### config.mk
export PLATFORM = sky130hd
export DESIGN_NAME = spi_linebuf_reader_flat
export DESIGN_NICKNAME = d
export VERILOG_FILES = /design/src/rtl/spi_linebuf_reader_if.sv /design/src/rtl/spi_linebuf_reader.sv /design/src/flat_wrapper.sv
export SDC_FILE = /design/constraint.sdc
export NUM_CORES = 1
export LEC_CHECK = 0
export ABC_AREA = 0
export BUFFER_PORTS_ARGS = -buffer_cell sky130_fd_sc_hd__buf_2
export CAP_MARGIN = 25
export CORE_MARGIN = 5
export CORE_UTILIZATION = 59
export CTS_CLUSTER_DIAMETER = 30
export DETAILED_ROUTE_END_ITERATION = 16
export PLACE_DENSITY = 0.86
export RECOVER_POWER = 50
export SLEW_MARGIN = 0
export SYNTH_ARGS = -nofsm -noshare
export SYNTH_HDL_FRONTEND = slang
export SYNTH_SLANG_ARGS = --single-unit
### constraint.sdc
create_clock -name clk -period 3.3 [get_ports clk]
set_input_delay 0.825 -clock clk [delete_from_list [all_inputs] [get_ports clk]]
set_output_delay 0.825 -clock clk [all_outputs]
set_load 0.01 [all_outputs]
### src/rtl/spi_linebuf_reader_if.sv
// rtl/spi_linebuf_reader_if.sv - SPI pins and line-buffer read port of the line-buffer reader
`timescale 1ns/1ps
interface spi_linebuf_reader_if #(
    parameter int ADDR_W = 12,
    parameter int DATA_W = 16
) ();
    logic              spi_clk;
    logic              cs;
    logic              spi_mosi;
    logic              spi_miso;
    logic              capture_busy;
    logic [ADDR_W-1:0] rdaddr;
    logic [DATA_W-1:0] rddata;
    logic              xfer_active;

    modport slave (
        input  spi_clk, cs, spi_mosi, capture_busy, rddata,
        output spi_miso, rdaddr, xfer_active
    );

    modport master (
        output spi_clk, cs, spi_mosi, capture_busy, rddata,
        input  spi_miso, rdaddr, xfer_active
    );
endinterface

### src/rtl/spi_linebuf_reader.sv
// rtl/spi_linebuf_reader.sv - mode-0 SPI slave streaming line-buffer words to a host
`timescale 1ns/1ps
module spi_linebuf_reader #(
    parameter int ADDR_W = 12,
    parameter int DATA_W = 16,
    parameter int RD_LAT = 2
) (
    input  logic                  clk,
    input  logic                  res,
    spi_linebuf_reader_if.slave   bus
);
    localparam int WW = $clog2(RD_LAT + 2);
    localparam logic [WW-1:0] LAT1 = WW'(RD_LAT + 1);
    localparam logic [4:0] WORD_LAST = 5'(DATA_W - 1);

    typedef enum logic [2:0] {
        S_IDLE, S_CMD, S_ADDR, S_FETCH, S_DATA, S_STATUS, S_SINK
    } state_t;

    // [0],[1] synchroniser, [2] edge-detect history
    logic [2:0] sclk_q, cs_q, mosi_q;

    state_t            state_q, state_d;
    logic [4:0]        bitcnt_q, bitcnt_d;
    logic [ADDR_W-2:0] in_q, in_d;
    logic [DATA_W-1:0] sh_q, sh_d;
    logic [DATA_W-1:0] next_q, next_d;
    logic [ADDR_W-1:0] addr_q, addr_d;
    logic [WW-1:0]     wait_q, wait_d;
    logic              miso_q, miso_d;
    logic              xfer_q, xfer_d;

    logic              sclk_rise, sclk_fall, cs_fall, cs_rise, fetch_done;
    logic [ADDR_W-1:0] shift_in;

    always_ff @(posedge clk or posedge res) begin
        if (res) begin
            sclk_q <= 3'b000;
            cs_q   <= 3'b111;
            mosi_q <= 3'b000;
        end else begin
            sclk_q <= {sclk_q[1:0], bus.spi_clk};
            cs_q   <= {cs_q[1:0], bus.cs};
            mosi_q <= {mosi_q[1:0], bus.spi_mosi};
        end
    end

    assign sclk_rise  = sclk_q[1] & ~sclk_q[2] & ~cs_q[1];
    assign sclk_fall  = ~sclk_q[1] & sclk_q[2] & ~cs_q[1];
    assign cs_fall    = ~cs_q[1] & cs_q[2];
    assign cs_rise    = cs_q[1] & ~cs_q[2];
    assign shift_in   = {in_q, mosi_q[2]};
    assign fetch_done = (wait_q == WW'(1));

    always_ff @(posedge clk or posedge res) begin
        if (res) begin
            state_q  <= S_IDLE;
            bitcnt_q <= '0;
            in_q     <= '0;
            sh_q     <= '0;
            next_q   <= '0;
            addr_q   <= '0;
            wait_q   <= '0;
            miso_q   <= 1'b0;
            xfer_q   <= 1'b0;
        end else begin
            state_q  <= state_d;
            bitcnt_q <= bitcnt_d;
            in_q     <= in_d;
            sh_q     <= sh_d;
            next_q   <= next_d;
            addr_q   <= addr_d;
            wait_q   <= wait_d;
            miso_q   <= miso_d;
            xfer_q   <= xfer_d;
        end
    end

    always_comb begin
        state_d  = state_q;
        bitcnt_d = bitcnt_q;
        in_d     = in_q;
        sh_d     = sh_q;
        next_d   = next_q;
        addr_d   = addr_q;
        wait_d   = (wait_q != '0) ? wait_q - WW'(1) : '0;
        xfer_d   = xfer_q;

        case (state_q)
            S_IDLE: begin
                if (cs_fall) begin
                    state_d  = S_CMD;
                    bitcnt_d = '0;
                end
            end
            S_CMD: begin
                if (sclk_rise) begin
                    in_d = shift_in[ADDR_W-2:0];
                    if (bitcnt_q == 5'd7) begin
                        bitcnt_d = '0;
                        case (shift_in[7:0])
                            8'h03:   state_d = S_ADDR;
                            8'h05: begin
                                sh_d = '0;
                                sh_d[DATA_W-1 -: 8] = {bus.capture_busy, 6'b0, 1'b1};
                                state_d = S_STATUS;
                            end
                            default: state_d = S_SINK;
                        endcase
                    end else begin
                        bitcnt_d = bitcnt_q + 5'd1;
                    end
                end
            end
            S_ADDR: begin
                // Only the last ADDR_W bits survive in the shifter, so upper address bits fall away
                if (sclk_rise) begin
                    in_d = shift_in[ADDR_W-2:0];
                    if (bitcnt_q == 5'd15) begin
                        bitcnt_d = '0;
                        addr_d   = shift_in;
                        wait_d   = LAT1;
                        state_d  = S_FETCH;
                    end else begin
                        bitcnt_d = bitcnt_q + 5'd1;
                    end
                end
            end
            S_FETCH: begin
                if (fetch_done) begin
                    sh_d    = bus.rddata;
                    addr_d  = addr_q + ADDR_W'(1);
                    wait_d  = LAT1;
                    state_d = S_DATA;
                end
            end
            S_DATA: begin
                if (fetch_done)
                    next_d = bus.rddata;
                // bitcnt==0 marks the falling edge that closes a word: hold the fresh MSB
                if (sclk_rise) begin
                    if (bitcnt_q == WORD_LAST) begin
                        bitcnt_d = '0;
                        sh_d     = next_q;
                        addr_d   = addr_q + ADDR_W'(1);
                        wait_d   = LAT1;
                    end else begin
                        bitcnt_d = bitcnt_q + 5'd1;
                    end
                end else if (sclk_fall && bitcnt_q != '0) begin
                    sh_d = sh_q << 1;
                end
            end
            S_STATUS: begin
                if (sclk_rise)
                    bitcnt_d = 5'd1;
                else if (sclk_fall && bitcnt_q != '0)
                    sh_d = sh_q << 1;
            end
            S_SINK: begin
            end
            default: state_d = S_IDLE;
        endcase

        if (cs_fall)
            xfer_d = 1'b1;
        if (cs_rise) begin
            xfer_d   = 1'b0;
            state_d  = S_IDLE;
            bitcnt_d = '0;
            wait_d   = '0;
        end

        miso_d = ((state_d == S_DATA) || (state_d == S_STATUS)) ? sh_d[DATA_W-1] : 1'b0;
    end

    assign bus.spi_miso    = miso_q;
    assign bus.rdaddr      = addr_q;
    assign bus.xfer_active = xfer_q;
endmodule

### src/flat_wrapper.sv
// flat-port wrapper written by rule: the top's interface ports become plain ports
module spi_linebuf_reader_flat 
#(
    parameter int ADDR_W = 12,
    parameter int DATA_W = 16,
    parameter int RD_LAT = 2
)
  (clk, res, bus_spi_clk, bus_cs, bus_spi_mosi, bus_capture_busy, bus_rddata, bus_spi_miso, bus_rdaddr, bus_xfer_active);
  spi_linebuf_reader_if #(.ADDR_W(ADDR_W), .DATA_W(DATA_W)) bus_i ();
  input  logic clk;
  input  logic res;
  input wire logic [$bits(bus_i.spi_clk)-1:0] bus_spi_clk;
  input wire logic [$bits(bus_i.cs)-1:0] bus_cs;
  input wire logic [$bits(bus_i.spi_mosi)-1:0] bus_spi_mosi;
  input wire logic [$bits(bus_i.capture_busy)-1:0] bus_capture_busy;
  input wire logic [$bits(bus_i.rddata)-1:0] bus_rddata;
  output wire logic [$bits(bus_i.spi_miso)-1:0] bus_spi_miso;
  output wire logic [$bits(bus_i.rdaddr)-1:0] bus_rdaddr;
  output wire logic [$bits(bus_i.xfer_active)-1:0] bus_xfer_active;
  assign bus_i.spi_clk = bus_spi_clk;
  assign bus_i.cs = bus_cs;
  assign bus_i.spi_mosi = bus_spi_mosi;
  assign bus_i.capture_busy = bus_capture_busy;
  assign bus_i.rddata = bus_rddata;
  assign bus_spi_miso = bus_i.spi_miso;
  assign bus_rdaddr = bus_i.rdaddr;
  assign bus_xfer_active = bus_i.xfer_active;
  spi_linebuf_reader #(.ADDR_W(ADDR_W), .DATA_W(DATA_W), .RD_LAT(RD_LAT)) u_core (.clk(clk), .res(res), .bus(bus_i));
endmodule
==> flow_summary_export.csv, run 1 <==
group,metric,value,unit
layout,layout.cells.non_filler,481,
logic_synthesis,synth-edff-count,0,
clocking,clk-insertion-delay-late,360,ps
global_routing,grt_max_degree,51,
die,start_util,0.611,
worst_setup_path,arrival,2900,ps
timing,min_period,2620,ps
clocking,cts-htree-levels,3,
clocking,cts_buffers,9,
timing,worstMarginPinSlew,1190,ps
clocking,ctsHoldBuffers,0,
layout,final_util,0.672,
timing,skew,13.0,ps
logic_synthesis,yosys_warnings,0,
clocking,cts_resized,0,
layout,fillers,473,
die,pin_count,36,
timing,rsz0062_at_grt,"false",
logic_synthesis,ys_seq_area_frac,0.485,
logic_synthesis,synth.distinct_cells,64,
worst_setup_path,critPathCaptureType,"flip-flop",
clocking,cts.clk_slew.worst_paths,80,ps
power,power_density,460,nW/um^2
die,design.die.area,8390,um^2
layout,area_delta_synth_final,9.85,%
clocking,numClockSinks,76,
global_routing,gr-total-overflow,0,
routing,vias,2951,
global_routing,track_usage,0.202,
worst_setup_path,worstPathRequired,3580,ps
routing,drt-total-wl,8.12,mm
placement,hpwl,5.45,mm
layout,multi_input_area,1840,um^2
global_routing,antenna_found_initial,0,
logic_synthesis,ys_seq_elements,76,
logic_synthesis,synthCells,373,
die,coreArea,6420,um^2
placement,numPortBuffers,35,
hold_path,hold_class,"reg2reg",
worst_setup_path,crit_type,"reg2reg",
power,power.leakage,2.07,nW
clocking,cts_tree,"built",
power,ir_drop,0.281,mV
global_routing,grt_pass1_wl,13.6,mm
layout,drive_gt1_frac,0.235,
logic_synthesis,syn-num-nets,405,
die,num_rows,29,
layout,layout_commonest_cell,"dfrtp_1",
layout,layout_common_cells,"dfrtp_1, nand2_1, buf_2",
global_routing,grt_pass1_vias,2867,
logic_synthesis,yosysTopAreaCellShare,0.465,
placement,dp.cells,465,
die,die_h,91.6,um
layout,regArea,1910,um^2
worst_setup_path,critPathMaxFanout,25,
logic_synthesis,syn_area_per_cell,10.5,um^2
routing,firstDrtPassIters,6,
timing,tns,0,ps
routing,drt_iter0_drc,346,
flow_run,cap_viol_max_count,0,
worst_setup_path,critPathLaunchType,"flip-flop",
routing,antenna_left,0,
outcome,status,"completed",
placement,gp_congestion,0.864,
logic_synthesis,netlist_top_cells_area,"dfrtp_1, mux2_2, a21oi_1",
clocking,root_buffer,"clkbuf_8",
logic_synthesis,synth_top_cell_by_area,"dfrtp_1",
timing,finalHoldViolations,0,
timing,finalSetupViolations,0,
logic_synthesis,synthArstFlopShare,1.00,
clocking,cts_buffer_depth,2,
die,die_w,91.6,um
logic_synthesis,synthFlopType,"dfrtp_1",
routing,viasPerCell,6.14,
layout,nets,431,
timing,slew_headroom,0.209,
logic_synthesis,syn_area,3930,um^2
timing,fmax,0.382,GHz
layout,num_antenna_cells,0,
routing,post_drt_wl_per_cell,16.9,um
routing,drc,0,
timing,fin_crit_sh,0.793,
timing,drv_slew,0,
clocking,cts_setup_buffers,0,
power,p_total,0.00198,W
power breakdown:
part	internal [W]	switching (W)	total, W
combinational	0.0000975	0.000120	0.000217
sequential	0.000970	0.0000519	0.00102
clock	0.000378	0.000367	0.000744
worst max-delay path: stages, from the launching register on:
cell      delay [ps]
dfrtp_1          420
ha_1             230
and3_1           200
ha_1             260
nand2b_1         150
nor3_4           550
a211o_2          470
a21oi_1          110
a21oi_1          140
registers in the layout, summed over array words and instances (netlist names), 2 cells and up:
name / count
u_core.bitcnt_q: 5
u_core.bus.rdaddr: 12
u_core.cs_q: 3
u_core.in_q: 11
u_core.mosi_q: 3
u_core.next_q: 16
u_core.sclk_q: 3
u_core.sh_q: 16
u_core.state_q: 3
u_core.wait_q: 2
cell type report:
| cell class | count | area share |
|---|---|---|
| inverters | 15 | 0.0131 |
| flip-flops and latches | 76 | 0.442 |
| repair buffers | 39 | 0.0470 |
| multi-input cells | 258 | 0.427 |
| clock buffers | 10 | 0.0319 |
| clock inverters | 6 | 0.0165 |
| well taps | 77 | 0.0223 |
final timing paths:
kind / cells past startpoint / end / slack (ps) / startpoint
min: 0 / u_core.mosi_q[1] / 350 / u_core.mosi_q[0]
max: 8 / u_core.bus.rdaddr[10] / 680 / u_core.bitcnt_q[0]
max in group asynchronous: 3 / u_core.sh_q[14] / 890 / res
min in group asynchronous: 2 / u_core.mosi_q[0] / 700 / res
min reg2reg: 0 / u_core.mosi_q[1] / 350 / u_core.mosi_q[0]
max reg2reg: 8 / u_core.bus.rdaddr[10] / 680 / u_core.bitcnt_q[0]
through the flow:
stage / hold slack [ps] / setup slack [ps] / cell area, um^2
2_1_floorplan: 331 / 542 / 3930
3_3_place_gp: 331 / 842 / 4120
3_5_place_dp: 335 / 733 / 4120
4_1_cts: 353 / 695 / 4330
5_1_grt: 362 / 446 / 4310
6_report: 353 / 683 / 4310
cells in the mapped netlist (all sizes together) (2+ instances only):
library cell and n:
or3b 2, nor3 3, dfrtp 73, nor3b 4
a31o 4, nor2b 7, and3 7, nor2 18
ha 10, inv 15, a22oi 6, a21oi 28
a211oi 3, a31oi 3, nand4bb 2, dfstp 3
a222oi 13, o21ai 29, buf 16, o22ai 5
nand4 2, mux2i 3, a2bb2oi 2, nand2 36
o21a 2, a21o 3, clkbuf 8, nand2b 5
nor4b 2, nand3 10, mux2 27, o31ai 3
logic make-up (layout without fill, tap and decap cells):
group	after synthesis	after routing	share of synthesized area
AND/OR/NAND/NOR	107	107	0.150
multiplexers	30	30	0.0851
XOR/XNOR	1	1	0.00223
AO/OA/AOI/OAI	110	110	0.200
flip-flops	76	76	0.485
buffers and inverters	39	70	0.0452
adder cells (fa/ha/maj)	10	10	0.0319
per-layer routing:
metal / up-vias / share of wire / GRT usage
li1: 1429 / - / -
met1: 1431 / 0.45 / 0.265
met2: 80 / 0.48 / 0.323
met3: 11 / 0.052 / 0.0397
met4: 0 / 0.018 / 0.0942
met5: - / 0 / 0
Power figures use the tool's default switching activity.
==> run 2: changes to the inputs <==
Clock period 3.3 ns to 2.5 ns, I/O delays scaled along.
==> flow_summary_export.csv, run 2 (synthesized netlist as in run 1, its figures left out) <==
group,metric,value,unit
timing,worstMarginPinSlew,1800,ps
worst_setup_path,arrival,2600,ps
timing,min_period,2380,ps
clocking,ctsHoldBuffers,0,
timing,drv_slew,77,
clocking,cts_tree,"built",
timing,finalHoldViolations,0,
routing,drt_iter0_drc,351,
clocking,cts-htree-levels,3,
global_routing,grt_pass1_wl,14.3,mm
layout,fillers,484,
layout,final_util,0.685,
layout,nets,441,
routing,drt-total-wl,8.37,mm
timing,tns,0,ps
worst_setup_path,crit_type,"reg2reg",
worst_setup_path,critPathLaunchType,"flip-flop",
placement,hpwl,5.55,mm
outcome,status,"complete, but fails checks",
clocking,cts_buffers,9,
die,num_rows,29,
layout,drive_gt1_frac,0.251,
power,p_int,0.00190,W
die,start_util,0.611,
global_routing,grt_use_met1,0.287,
worst_setup_path,reg2regPathDepth,9,
layout,layout_commonest_cell,"dfrtp_1",
clocking,cts.clk_slew.worst_paths,90,ps
die,pin_count,36,
layout,num_antenna_cells,0,
global_routing,track_usage,0.207,
worst_setup_path,critPathMaxFanout,25,
routing,viasPerCell,6.22,
global_routing,use_met3,0.0479,
timing,fmax,0.420,GHz
worst_setup_path,critPathCaptureType,"flip-flop",
power,power_density,606,nW/um^2
power,pwr-share-comb,0.112,
global_routing,grt_max_degree,77,
hold_path,hold_class,"reg2reg",
routing,vias,3055,
clocking,numClockSinks,76,
timing,rsz0062_at_grt,"false",
global_routing,gr-total-overflow,0,
power,power.leakage,2.11,nW
global_routing,met2_usage,0.330,
power,clkPwrFrac,0.383,
die,design.die.area,8390,um^2
die,coreArea,6420,um^2
worst_setup_path,worstPathRequired,2720,ps
power,switching_share,0.286,
clocking,cts_buffer_depth,2,
flow_run,cap_viol_max_count,1,
die,die_h,91.6,um
timing,slew_headroom,-0.200,
placement,gp_congestion,0.909,
placement,numPortBuffers,35,
routing,drc,0,
routing,post_drt_wl_per_cell,17.0,um
routing,firstDrtPassIters,5,
timing,skew,10.3,ps
timing,fin_crit_sh,0.951,
layout,layout_common_cells,"dfrtp_1, nand2_1, buf_2",
power,ir_drop,0.396,mV
global_routing,grt_busiest_layer,"met2",
routing,antenna_left,0,
global_routing,grt_pass1_vias,3031,
hold_path,min_path_cells,0,
power,pwr-share-seq,0.505,
timing,finalSetupViolations,0,
clocking,root_buffer,"clkbuf_8",
global_routing,antenna_found_initial,0,
outcome,violations,"capacitance limit, slew limit",
layout,area_delta_synth_final,12.1,%
clocking,clk-insertion-delay-late,350,ps
power,p_sw,0.000761,W
die,die_w,91.6,um
-- run 2: changes by cell type in the layout (fill, tap and decap cells not counted), sizes merged --
cell,delta
buf,+8
clkbuf,+1
clkinvlp,+1
-- run 2: final timing paths --
check | from | end | slack (ps)
worst max-delay path | u_core.bitcnt_q[0] | u_core.bus.rdaddr[9] | 120
worst min-delay path | u_core.sclk_q[0] | u_core.sclk_q[1] | 350
worst max register to register | u_core.bitcnt_q[0] | u_core.bus.rdaddr[9] | 120
worst min register to register | u_core.sclk_q[0] | u_core.sclk_q[1] | 350
max in group asynchronous | res | u_core.bitcnt_q[3] | 520
min in group asynchronous | res | u_core.mosi_q[2] | 940
-- run 2: what timing repair did --
action | CTS | global route
setup buffers | 1 | 0
setup endpoints to repair | 12 | 13
resized for setup | 0 | 1
pin swaps | 1 | 0
cloned | 0 | 0
hold endpoints to repair | 0 | 0
-- run 2: metal layers --
| metal | vias up | share of wire |
|---|---|---|
| met5 | - | 0 |
| met4 | 0 | 0.011 |
| met3 | 8 | 0.058 |
| met2 | 107 | 0.49 |
| met1 | 1491 | 0.45 |
| li1 | 1449 | - |
-- run 2: critical path, stage by stage, from the launching register on --
cell	delay, ps
dfrtp_1	440
ha_1	260
and3_1	210
ha_1	210
buf_4	160
nand4bb_1	160
inv_1	100
a211o_4	460
a21oi_1	190
a21oi_1	60
-- run 2: stage by stage --
step / setup WS (ps) / hold slack, ps / power [W] / instances / area, um^2
2_1_floorplan: 422 / 331 / 0.00158 / 373 / 3930
3_3_place_gp: 68.2 / 331 / 0.00166 / 474 / 4190
3_5_place_dp: -18.7 / 335 / 0.00167 / 474 / 4190
4_1_cts: 65.6 / 355 / 0.00268 / 491 / 4420
5_1_grt: 6.19 / 349 / 0.00278 / 491 / 4400
6_report: 122 / 353 / 0.00267 / 491 / 4400
-- run 2: power groups by stage --
stage	Combinational [W]	Clock, W	Sequential, W
3_3_place_gp	0.000293	0	0.00137
2_1_floorplan	0.000231	0	0.00135
4_1_cts	0.000302	0.00103	0.00135
6_report	0.000297	0.00102	0.00135
3_5_place_dp	0.000301	0	0.00137
5_1_grt	0.000331	0.00109	0.00136
-- run 2: area by class of cell --
type                       count  area (um^2)  area share
clock buffer                   9          124      0.0281
sequential                    76         1910       0.433
inverter                      15         57.6      0.0131
clock inverter                 7         93.8      0.0213
timing repair buffer          49          273      0.0620
tap                           77         96.3      0.0219
multi-input combinational    258         1850       0.421
